File: src/rtl/dm_cache_ctrl_pkg.sv
// Shared encodings for the direct-mapped cache controller.
// Holds the cache command codes and the sequencing FSM states.
package dm_cache_ctrl_pkg;

  localparam logic [1:0] CMD_CLR   = 2'b00;
  localparam logic [1:0] CMD_CHECK = 2'b01;
  localparam logic [1:0] CMD_READ  = 2'b10;
  localparam logic [1:0] CMD_WRITE = 2'b11;

  typedef enum logic [2:0] {
    ST_FLUSH,
    ST_IDLE,
    ST_CHECK,
    ST_WB,
    ST_FILL,
    ST_REFILL,
    ST_ACCESS,
    ST_DONE
  } state_t;

endpackage

File: src/rtl/dmc_ram_port.sv
// RAM handshake holder: keeps one request stable from start until ram_ack is seen.
// The ack only counts while a request is outstanding.
module dmc_ram_port #(
  parameter int RAM_WIDTH  = 8,
  parameter int ADDR_WIDTH = 8
) (
  input  logic                  clk,
  input  logic                  rst,
  input  logic                  start,
  input  logic                  start_we,
  input  logic [ADDR_WIDTH-1:0] start_addr,
  input  logic [RAM_WIDTH-1:0]  start_wdata,
  input  logic                  ram_ack,
  output logic                  ram_req,
  output logic                  ram_we,
  output logic [ADDR_WIDTH-1:0] ram_addr,
  output logic [RAM_WIDTH-1:0]  ram_wdata,
  output logic                  done
);

  assign done = ram_req & ram_ack;

  // A new start wins over a completing transaction so a writeback can chain into a fill.
  always_ff @(posedge clk or posedge rst) begin
    if (rst) begin
      ram_req   <= 1'b0;
      ram_we    <= 1'b0;
      ram_addr  <= '0;
      ram_wdata <= '0;
    end else if (start) begin
      ram_req  <= 1'b1;
      ram_we   <= start_we;
      ram_addr <= start_addr;
      if (start_we) begin
        ram_wdata <= start_wdata;
      end
    end else if (done) begin
      ram_req <= 1'b0;
      ram_we  <= 1'b0;
    end
  end

endmodule

File: src/rtl/dm_cache_ctrl.sv
// Sequencing FSM for a direct-mapped, write-back, one-word-per-line data cache.
// Define DMC_STATS_EN to add saturating hit_count/miss_count outputs.
module dm_cache_ctrl
  import dm_cache_ctrl_pkg::*;
#(
  parameter int RAM_WIDTH       = 8,
  parameter int ADDR_WIDTH      = 8,
  parameter int BLOCK_ADDR_BITS = 4,
  parameter int CNT_WIDTH       = 16
) (
  input  logic                  clk,
  input  logic                  rst,
  input  logic                  req,
  input  logic                  we,
  input  logic [ADDR_WIDTH-1:0] addr,
  input  logic [RAM_WIDTH-1:0]  wdata,
  input  logic                  flush,
  output logic                  ready,
  output logic                  ack,
  output logic [RAM_WIDTH-1:0]  rdata,
  output logic [1:0]            cache_cntrl,
  output logic [ADDR_WIDTH-1:0] cache_addr,
  output logic [RAM_WIDTH-1:0]  cache_din,
  input  logic [RAM_WIDTH-1:0]  cache_dout,
  input  logic                  cache_hit,
  input  logic                  cache_clean,
  input  logic [RAM_WIDTH-1:0]  cache_wb_data,
  input  logic [ADDR_WIDTH-1:0] cache_wb_addr,
  output logic                  ram_req,
  output logic                  ram_we,
  output logic [ADDR_WIDTH-1:0] ram_addr,
  output logic [RAM_WIDTH-1:0]  ram_wdata,
  input  logic [RAM_WIDTH-1:0]  ram_rdata,
  input  logic                  ram_ack
`ifdef DMC_STATS_EN
  ,
  output logic [CNT_WIDTH-1:0]  hit_count,
  output logic [CNT_WIDTH-1:0]  miss_count
`endif
);

  if (BLOCK_ADDR_BITS >= ADDR_WIDTH || CNT_WIDTH < 1) begin : g_bad_params
    $error("dm_cache_ctrl: BLOCK_ADDR_BITS must be below ADDR_WIDTH and CNT_WIDTH positive");
  end

  state_t                state, next_state;
  logic [ADDR_WIDTH-1:0] addr_q;
  logic                  we_q;
  logic [RAM_WIDTH-1:0]  wdata_q;
  logic                  accept, start_wb, start_fill, ram_done;
  logic                  ready_n, ack_n;
  logic [1:0]            cntrl_n;
  logic [ADDR_WIDTH-1:0] caddr_n;
  logic [RAM_WIDTH-1:0]  cdin_n;

  assign accept = (state == ST_IDLE) && req;

  // Outputs are computed for the state being entered so every output is a flop.
  always_ff @(posedge clk or posedge rst) begin
    if (rst) begin
      state       <= ST_FLUSH;
      ready       <= 1'b0;
      ack         <= 1'b0;
      cache_cntrl <= CMD_CLR;
      cache_addr  <= '0;
      cache_din   <= '0;
    end else begin
      state       <= next_state;
      ready       <= ready_n;
      ack         <= ack_n;
      cache_cntrl <= cntrl_n;
      cache_addr  <= caddr_n;
      cache_din   <= cdin_n;
    end
  end

  always_ff @(posedge clk or posedge rst) begin
    if (rst) begin
      addr_q  <= '0;
      we_q    <= 1'b0;
      wdata_q <= '0;
      rdata   <= '0;
    end else begin
      if (accept) begin
        addr_q  <= addr;
        we_q    <= we;
        wdata_q <= wdata;
      end
      if (state == ST_ACCESS && !we_q) begin
        rdata <= cache_dout;
      end
    end
  end

  always_comb begin
    next_state = state;
    start_wb   = 1'b0;
    start_fill = 1'b0;
    unique case (state)
      ST_FLUSH: next_state = ST_IDLE;
      ST_IDLE: begin
        if (req)        next_state = ST_CHECK;
        else if (flush) next_state = ST_FLUSH;
      end
      ST_CHECK: begin
        if (cache_hit) begin
          next_state = ST_ACCESS;
        end else if (!cache_clean) begin
          next_state = ST_WB;
          start_wb   = 1'b1;
        end else if (we_q) begin
          next_state = ST_ACCESS;
        end else begin
          next_state = ST_FILL;
          start_fill = 1'b1;
        end
      end
      ST_WB: begin
        if (ram_done) begin
          if (we_q) begin
            next_state = ST_ACCESS;
          end else begin
            next_state = ST_FILL;
            start_fill = 1'b1;
          end
        end
      end
      ST_FILL:   if (ram_done) next_state = ST_REFILL;
      ST_REFILL: next_state = ST_ACCESS;
      ST_ACCESS: next_state = ST_DONE;
      ST_DONE:   next_state = ST_IDLE;
      default:   next_state = ST_FLUSH;
    endcase

    ready_n = (next_state == ST_IDLE);
    ack_n   = (next_state == ST_DONE);
    cntrl_n = CMD_CHECK;
    caddr_n = accept ? addr : addr_q;
    cdin_n  = cache_din;
    case (next_state)
      ST_FLUSH: cntrl_n = CMD_CLR;
      ST_REFILL: begin
        cntrl_n = CMD_WRITE;
        cdin_n  = ram_rdata;
      end
      ST_ACCESS: begin
        if (we_q) begin
          cntrl_n = CMD_WRITE;
          cdin_n  = wdata_q;
        end else begin
          cntrl_n = CMD_READ;
        end
      end
      default: ;
    endcase
  end

  dmc_ram_port #(
    .RAM_WIDTH (RAM_WIDTH),
    .ADDR_WIDTH(ADDR_WIDTH)
  ) u_ram_port (
    .clk        (clk),
    .rst        (rst),
    .start      (start_wb | start_fill),
    .start_we   (start_wb),
    .start_addr (start_wb ? cache_wb_addr : addr_q),
    .start_wdata(cache_wb_data),
    .ram_ack    (ram_ack),
    .ram_req    (ram_req),
    .ram_we     (ram_we),
    .ram_addr   (ram_addr),
    .ram_wdata  (ram_wdata),
    .done       (ram_done)
  );

`ifdef DMC_STATS_EN
  // One count per processor request, taken when the check result is evaluated.
  always_ff @(posedge clk or posedge rst) begin
    if (rst) begin
      hit_count  <= '0;
      miss_count <= '0;
    end else if (state == ST_FLUSH) begin
      hit_count  <= '0;
      miss_count <= '0;
    end else if (state == ST_CHECK) begin
      if (cache_hit) begin
        if (hit_count != '1) hit_count <= hit_count + CNT_WIDTH'(1);
      end else begin
        if (miss_count != '1) miss_count <= miss_count + CNT_WIDTH'(1);
      end
    end
  end
`endif

endmodule

File: config.mk
export PLATFORM = sky130hd
export DESIGN_NAME = dm_cache_ctrl
export DESIGN_NICKNAME = d
export VERILOG_FILES = /design/src/rtl/dm_cache_ctrl_pkg.sv /design/src/rtl/dmc_ram_port.sv /design/src/rtl/dm_cache_ctrl.sv
export SDC_FILE = /design/constraint.sdc
export NUM_CORES = 1
export LEC_CHECK = 0
export CAP_MARGIN = 20
export CORE_UTILIZATION = 35
export DETAILED_ROUTE_END_ITERATION = 6
export PLACE_DENSITY = 0.7
export SKIP_LAST_GASP = 1
export SLEW_MARGIN = 20
export SYNTH_ARGS = -nofsm -noshare
export SYNTH_HDL_FRONTEND = slang
export SYNTH_SLANG_ARGS = --single-unit
File: constraint.sdc
create_clock -name clk -period 2.1 [get_ports clk]
set_input_delay 0.63 -clock clk [delete_from_list [all_inputs] [get_ports clk]]
set_output_delay 0.63 -clock clk [all_outputs]
set_load 0.05 [all_outputs]
# --- Word-level counts from Yosys, hierarchy flattened ---
# Cells that the tools add are included.
totals:
  ff_bits: 58
  output_inout_bits: 46
classes:
  n_eq_ne: 12
  n_mux: 24
  n_bitwise: 2
  reduce_logical: 10
op_table:
  columns: ["cell", "n"]
  rows:
  - ["3-bit equality test (second input constant)", 7]
  - ["3-bit case mux with 7 select lines", 1]
  - ["3-bit 2-to-1 mux", 6]
  - ["8-bit 2-to-1 mux", 2]
  - ["8-bit case mux with 2 select lines", 1]
  - ["1-bit 2-to-1 mux", 11]
  - ["3-bit by 1-bit equality test with 1-bit output (second input constant)", 2]
  - ["3-bit by 2-bit equality test with 1-bit output (second input constant)", 2]
  - ["3-bit logical NOT", 2]
  - ["2-bit case mux with 3 select lines", 1]
  - ["2-bit AND reduction", 2]
  - ["2-bit nonzero test", 2]
  - ["1-bit logical AND", 2]
  - ["2-bit 2-to-1 mux", 1]
  - ["2-bit inequality test (second input constant)", 1]
  - ["1-bit case mux with 2 select lines", 1]
  - ["2-bit OR reduction", 1]
  - ["1-bit bitwise AND", 1]
  - ["1-bit logical NOT", 1]
  - ["1-bit OR", 1]

# --- Depth between registers and ports, before layout ---
# Gate-level depths: netlist of run 1.
depth:
  word_depth: 7
  mapped_depth: 7
  depth_no_buf: 5

# --- Hierarchy ---
# From an unflattened synthesis of run 1, not the netlist that was laid out.
hier_totals:
  hier_cells: 202
  area_unflattened_um2: 2626.3
modules_own_cells:
  columns: ["mod", "n_inst", "cells_each", "area_per_inst_um2", "seq_area_each_um2"]
  rows:
  - ["dm_cache_ctrl", 1, 160, 1949.4, 1001.0]
  - ["dmc_ram_port", 1, 42, 676.9, 450.4]

# --- Worst setup path after synthesis of run 1 ---
# Ideal clock, no wire load.
synth_path:
  kind: "input port to flip-flop"
  from: "input port cache_hit"
  to: "register cache_din[0]"
  arrival_ps: 1758
  slack_ps: 219
  stages: 5
  path_buffers: 0
  path_cell_list: "or3b_1 -> a32o_1 -> o21ai_1 -> o21ai_1 -> o221a_2"
synth_between:
  elab_chain_len: 5
synth_lines:
  columns: ["element", "line_no", "rtl"]
  rows:
  - ["start: declaration", "dm_cache_ctrl.sv:25", "input logic cache_hit,"]
  - ["3-bit 2-to-1 mux (*)", "dm_cache_ctrl.sv:106", "if (cache_hit) begin"]
  - ["3-bit case mux with 7 select lines (*)", "dm_cache_ctrl.sv:99", "unique case (state)"]
  - ["3-bit equality test", "dm_cache_ctrl.sv:140", "case (next_state)"]
  - ["2-bit inequality test (no source line) or 2-bit nonzero test (tied branches)", null, null]
  - ["2-bit AND reduction (no source line)", null, null]
  - ["end signal: assignment", "dm_cache_ctrl.sv:73", "cache_din <= cdin_n;"]
  - ["end: declaration", "dm_cache_ctrl.sv:23", "output logic [RAM_WIDTH-1:0] cache_din,"]
# Mark *: on every way between the ends. The rest lies on a longest branch, timed or not.
# A chain may end at the register's enable or synchronous reset.

# --- Final worst setup path of run 1 ---
layout_path:
  from: "input port cache_clean"
  to: "register cache_din[4]"
layout_between:
  elab_chain_len: 6
layout_lines:
  columns: ["element", "line_no", "rtl"]
  rows:
  - ["start: declaration", "dm_cache_ctrl.sv:26", "input logic cache_clean,"]
  - ["3-bit 2-to-1 mux (*)", "dm_cache_ctrl.sv:108", "end else if (!cache_clean) begin"]
  - ["3-bit 2-to-1 mux (*)", "dm_cache_ctrl.sv:106", null]
  - ["3-bit case mux with 7 select lines (*)", "dm_cache_ctrl.sv:99", null]
  - ["3-bit equality test", "dm_cache_ctrl.sv:140", null]
  - ["2-bit inequality test (no source line) or 2-bit nonzero test (tied branches)", null, null]
  - ["2-bit AND reduction (no source line)", null, null]
# Marks and branches as above.

==> results.sh, run 1 <==
export IMPL_outcome="finished clean"
export IMPL_worstSetupPathType="input port to register"
export IMPL_routed_wl_um=5480
export IMPL_clock_fmax_mhz=487
export IMPL_power_density_mw_per_mm2=1730
export IMPL_critPathBufInv=1
export IMPL_cts_sinks=58
export IMPL_clk_pin_slew_ps=70
export IMPL_finalCoreUtilization_pct=56.8
export IMPL_routed_via_density=4.85
export IMPL_clock_power_share_pct=14.2
export IMPL_htree_levels=3
export IMPL_grt_overflow=0
export IMPL_cts_made_buffers=9
export IMPL_cp_num_cells=6
export IMPL_io_buffers=101
export IMPL_final_setup_skew_ps=7.79
export IMPL_final_area_mm2=0.00371
export IMPL_relSlewSlack_pct=67.6
export IMPL_yosysWarnings=0
export IMPL_rsz0062_at_grt="false"
export IMPL_fin_crit_ps=2050
export IMPL_diodes=0
export IMPL_drive_gt1_share_pct=41.6
export IMPL_synth_top_flop_cell="dfrtp_1"
export IMPL_timing_final_ws_setup_ps=48.0
export IMPL_routabilityCongestion=0.791
export IMPL_intPower_mw=3.43
export IMPL_holdWs_ps=489
export IMPL_critPathCapture="cache_din[4]"
export IMPL_synth_distinct_cells=30
export IMPL_grt_max_degree=37
export IMPL_syn_area_mm2=0.00242
export IMPL_grt_usage_pct=16.5
export IMPL_rr_startpoint="state[1]"
export IMPL_clockBufferDepth=2
export IMPL_dp_hpwl_um=4000
export IMPL_peakVddDrop_uv=905
export IMPL_synth_top_area_share_pct=59.9
export IMPL_postSynthAreaPerCell_um2=13.1
export IMPL_setup_tns_ps=0
export IMPL_antenna_left=0
export IMPL_timing_final_crit_share_pct=97.7
export IMPL_worst_ep_arrival_time_ps=2270
export IMPL_hold_viol=0
export IMPL_worstSkewPairLatency_ps=330
export IMPL_setup_violations=0
export IMPL_rows=29
export IMPL_syn_nets=241
export IMPL_worst_slew_pin_slew_ps=488
export IMPL_area_growth_pct=53.1
export IMPL_ff2ff_setup_slack_ps=240
export IMPL_worst_setup_path_end_kind="register"
export IMPL_first_iter_violations=93
export IMPL_die_w_um=85.2
export IMPL_drv_cap=0
export IMPL_die_area_mm2=0.00726
export IMPL_startpoint="cache_clean"
export IMPL_hold_class="register to register"
export IMPL_postCtsSetupBuffers=0
export IMPL_p_sw_mw=2.97
export IMPL_worst_path_largest_cell_delay_ps=470
export IMPL_final_cell_mix="58 x dfrtp_1, 57 x buf_4, 55 x clkdlybuf4s50_1, 33 x mux2_2, 13 x nand2_1"
export IMPL_dr_pass1_iters=4
export IMPL_cp_required_ps=2320
export IMPL_start_util_pct=37.1
export IMPL_synthArstFlopShare_pct=100
export IMPL_cts_tree="built"
export IMPL_switching_share_pct=46.4
export IMPL_place_area_mm2=0.00352
export IMPL_yosysTopAreaCell="dfrtp_1"
export IMPL_antenna_found_initial=0
export IMPL_finalNetCount=361
export IMPL_ff2ff_path_depth=5
export IMPL_layout_commonest_cell="dfrtp_1"
export IMPL_cp_cell_sequence="clkdlybuf4s50_1 -> or3b_1 -> a32o_1 -> o21ai_2 -> o21ai_4 -> o221a_2"
export IMPL_r2r_end="cache_din[4]"
export IMPL_grt_pass1_wl_um=9100
export IMPL_synth_area_leaders="dfrtp_1 60%, mux2_2 15%, o221a_2 3.7%"
export IMPL_cp_start_kind="input port"
export IMPL_synth_cells=185
export IMPL_coreArea_mm2=0.00653
export IMPL_grt_pass1_vias=1948
export IMPL_fp_dieH_um=85.2
export IMPL_wire_per_inst_um=14.2
export IMPL_pre_cts_slack_ps=-421
export IMPL_pwr_share_comb_pct=54.0
export IMPL_ys_seq_elements=58
export IMPL_crit_slowest_cell="clkdlybuf4s50_1"
export IMPL_sequentialPowerShare_pct=31.8
export IMPL_io_pins=102
export IMPL_cp_max_fo=8
export IMPL_synth_edf_count=0
export IMPL_drc=0
export IMPL_vias=1878
export IMPL_holdBufCountCts=0
export IMPL_cts_root_buf="clkbuf_8"
export IMPL_drv_slew=0
export IMPL_p_leak_nw=1.70
export IMPL_ys_seq_area_share_pct=59.9
export IMPL_crit_family="compound AO/OA/AOI/OAI gates"
cell usage after synthesis (2+ instances only):
cell / number
o221a_2: 8
nor2_1: 3
buf_4: 2
nor3b_1: 2
or2_2: 9
buf_2: 5
dfrtp_1: 58
nand3b_1: 2
nor2b_1: 3
mux2i_1: 8
nand2_1: 13
o21ai_1: 4
nand2b_1: 2
o21ai_0: 12
nand3_1: 2
inv_1: 5
o211ai_1: 2
mux2_2: 33
metrics by stage:
| stage | instances | power, mW |
|---|---|---|
| after floorplan | 185 | 4.40 |
| after global placement | 371 | 5.48 |
| after detailed placement | 371 | 5.54 |
| after CTS | 387 | 6.46 |
| after global routing | 387 | 6.77 |
| final | 387 | 6.40 |
power by group through the flow:
stage	logic [mW]	clock network (mW)	registers, mW
after floorplan	1.02	0	3.38
after global placement	3.44	0	2.04
after global routing	3.65	1.01	2.12
after CTS	3.47	0.952	2.04
after detailed placement	3.48	0	2.05
final	3.46	0.907	2.04
sequential cells by signal (all words and copies together), names as in the netlist:
| register | cells |
|---|---|
| we_q | 1 |
| cache_cntrl | 2 |
| state | 3 |
| ready | 1 |
| u_ram_port.ram_we | 1 |
| u_ram_port.ram_addr | 8 |
| cache_din | 8 |
| addr_q | 8 |
| rdata | 8 |
| u_ram_port.ram_wdata | 8 |
| wdata_q | 8 |
| u_ram_port.ram_req | 1 |
| ack | 1 |
kinds of logic after synthesis:
group	count (synthesis)	share of synthesized area (%)
DFF	58	59.9
and+or+nand+nor	43	9.86
muxes	41	18.6
AOI/OAI and AO/OA	30	9.04
buffers and inverters	13	2.58
metal layers:
layer | GRT usage [%] | share of wire, % | up-vias | routed length [um]
met3 | 4.96 | 6.1 | 9 | 333
met1 | 19.6 | 43 | 907 | 2370
met4 | 8.32 | 1.7 | 0 | 93
met2 | 27.1 | 49 | 57 | 2690
met5 | 0 | 0 | - | 0
li1 | - | - | 905 | -
worst reg2reg max path: stages (launching register included):
cell     delay (ps)
dfrtp_1         580
nor2b_1         280
a32o_1          250
o21ai_2          90
or2_4           280
o221a_2         280
final cells by class:
| type | instances | area [um^2] |
|---|---|---|
| Fill cell | 583 | 2820 |
| Sequential cell | 58 | 1450 |
| Timing Repair Buffer | 117 | 1020 |
| Multi-Input combinational cell | 114 | 942 |
| Clock buffer | 10 | 138 |
| Tap cell | 77 | 96.3 |
| Clock inverter | 6 | 42.5 |
| Inverter | 5 | 18.8 |
what timing repair did:
action                                  CTS  global route
endpoints found under the setup margin   13             8
resized for setup                         7             2
pin swaps                                 0             1
worst min path at each step:
stage                                 startpoint                     end  slack [ps]  cells past startpoint
after detailed placement  u_ram_port.ram_addr[0]  u_ram_port.ram_addr[0]         480                      2
final                     u_ram_port.ram_addr[7]  u_ram_port.ram_addr[7]         490                      2
after CTS                 u_ram_port.ram_addr[0]  u_ram_port.ram_addr[0]         490                      2
after floorplan                       wdata_q[0]              wdata_q[0]         480                      1
after global placement    u_ram_port.ram_addr[5]  u_ram_port.ram_addr[5]         460                      2
after global routing      u_ram_port.ram_addr[2]  u_ram_port.ram_addr[2]         520                      2
Power figures use the tool's default switching activity.
==> run 2, diff against run 1 <==
--- a/config.mk
+++ b/config.mk
@@ -10,7 +10,6 @@
 export DETAILED_ROUTE_END_ITERATION = 6
 export PLACE_DENSITY = 0.7
 export SKIP_LAST_GASP = 1
-export SLEW_MARGIN = 20
 export SYNTH_ARGS = -nofsm -noshare
 export SYNTH_HDL_FRONTEND = slang
 export SYNTH_SLANG_ARGS = --single-unit
==> results of run 2 <==
Same layout as run 1: the final DEF is identical, and so are final timing and power.
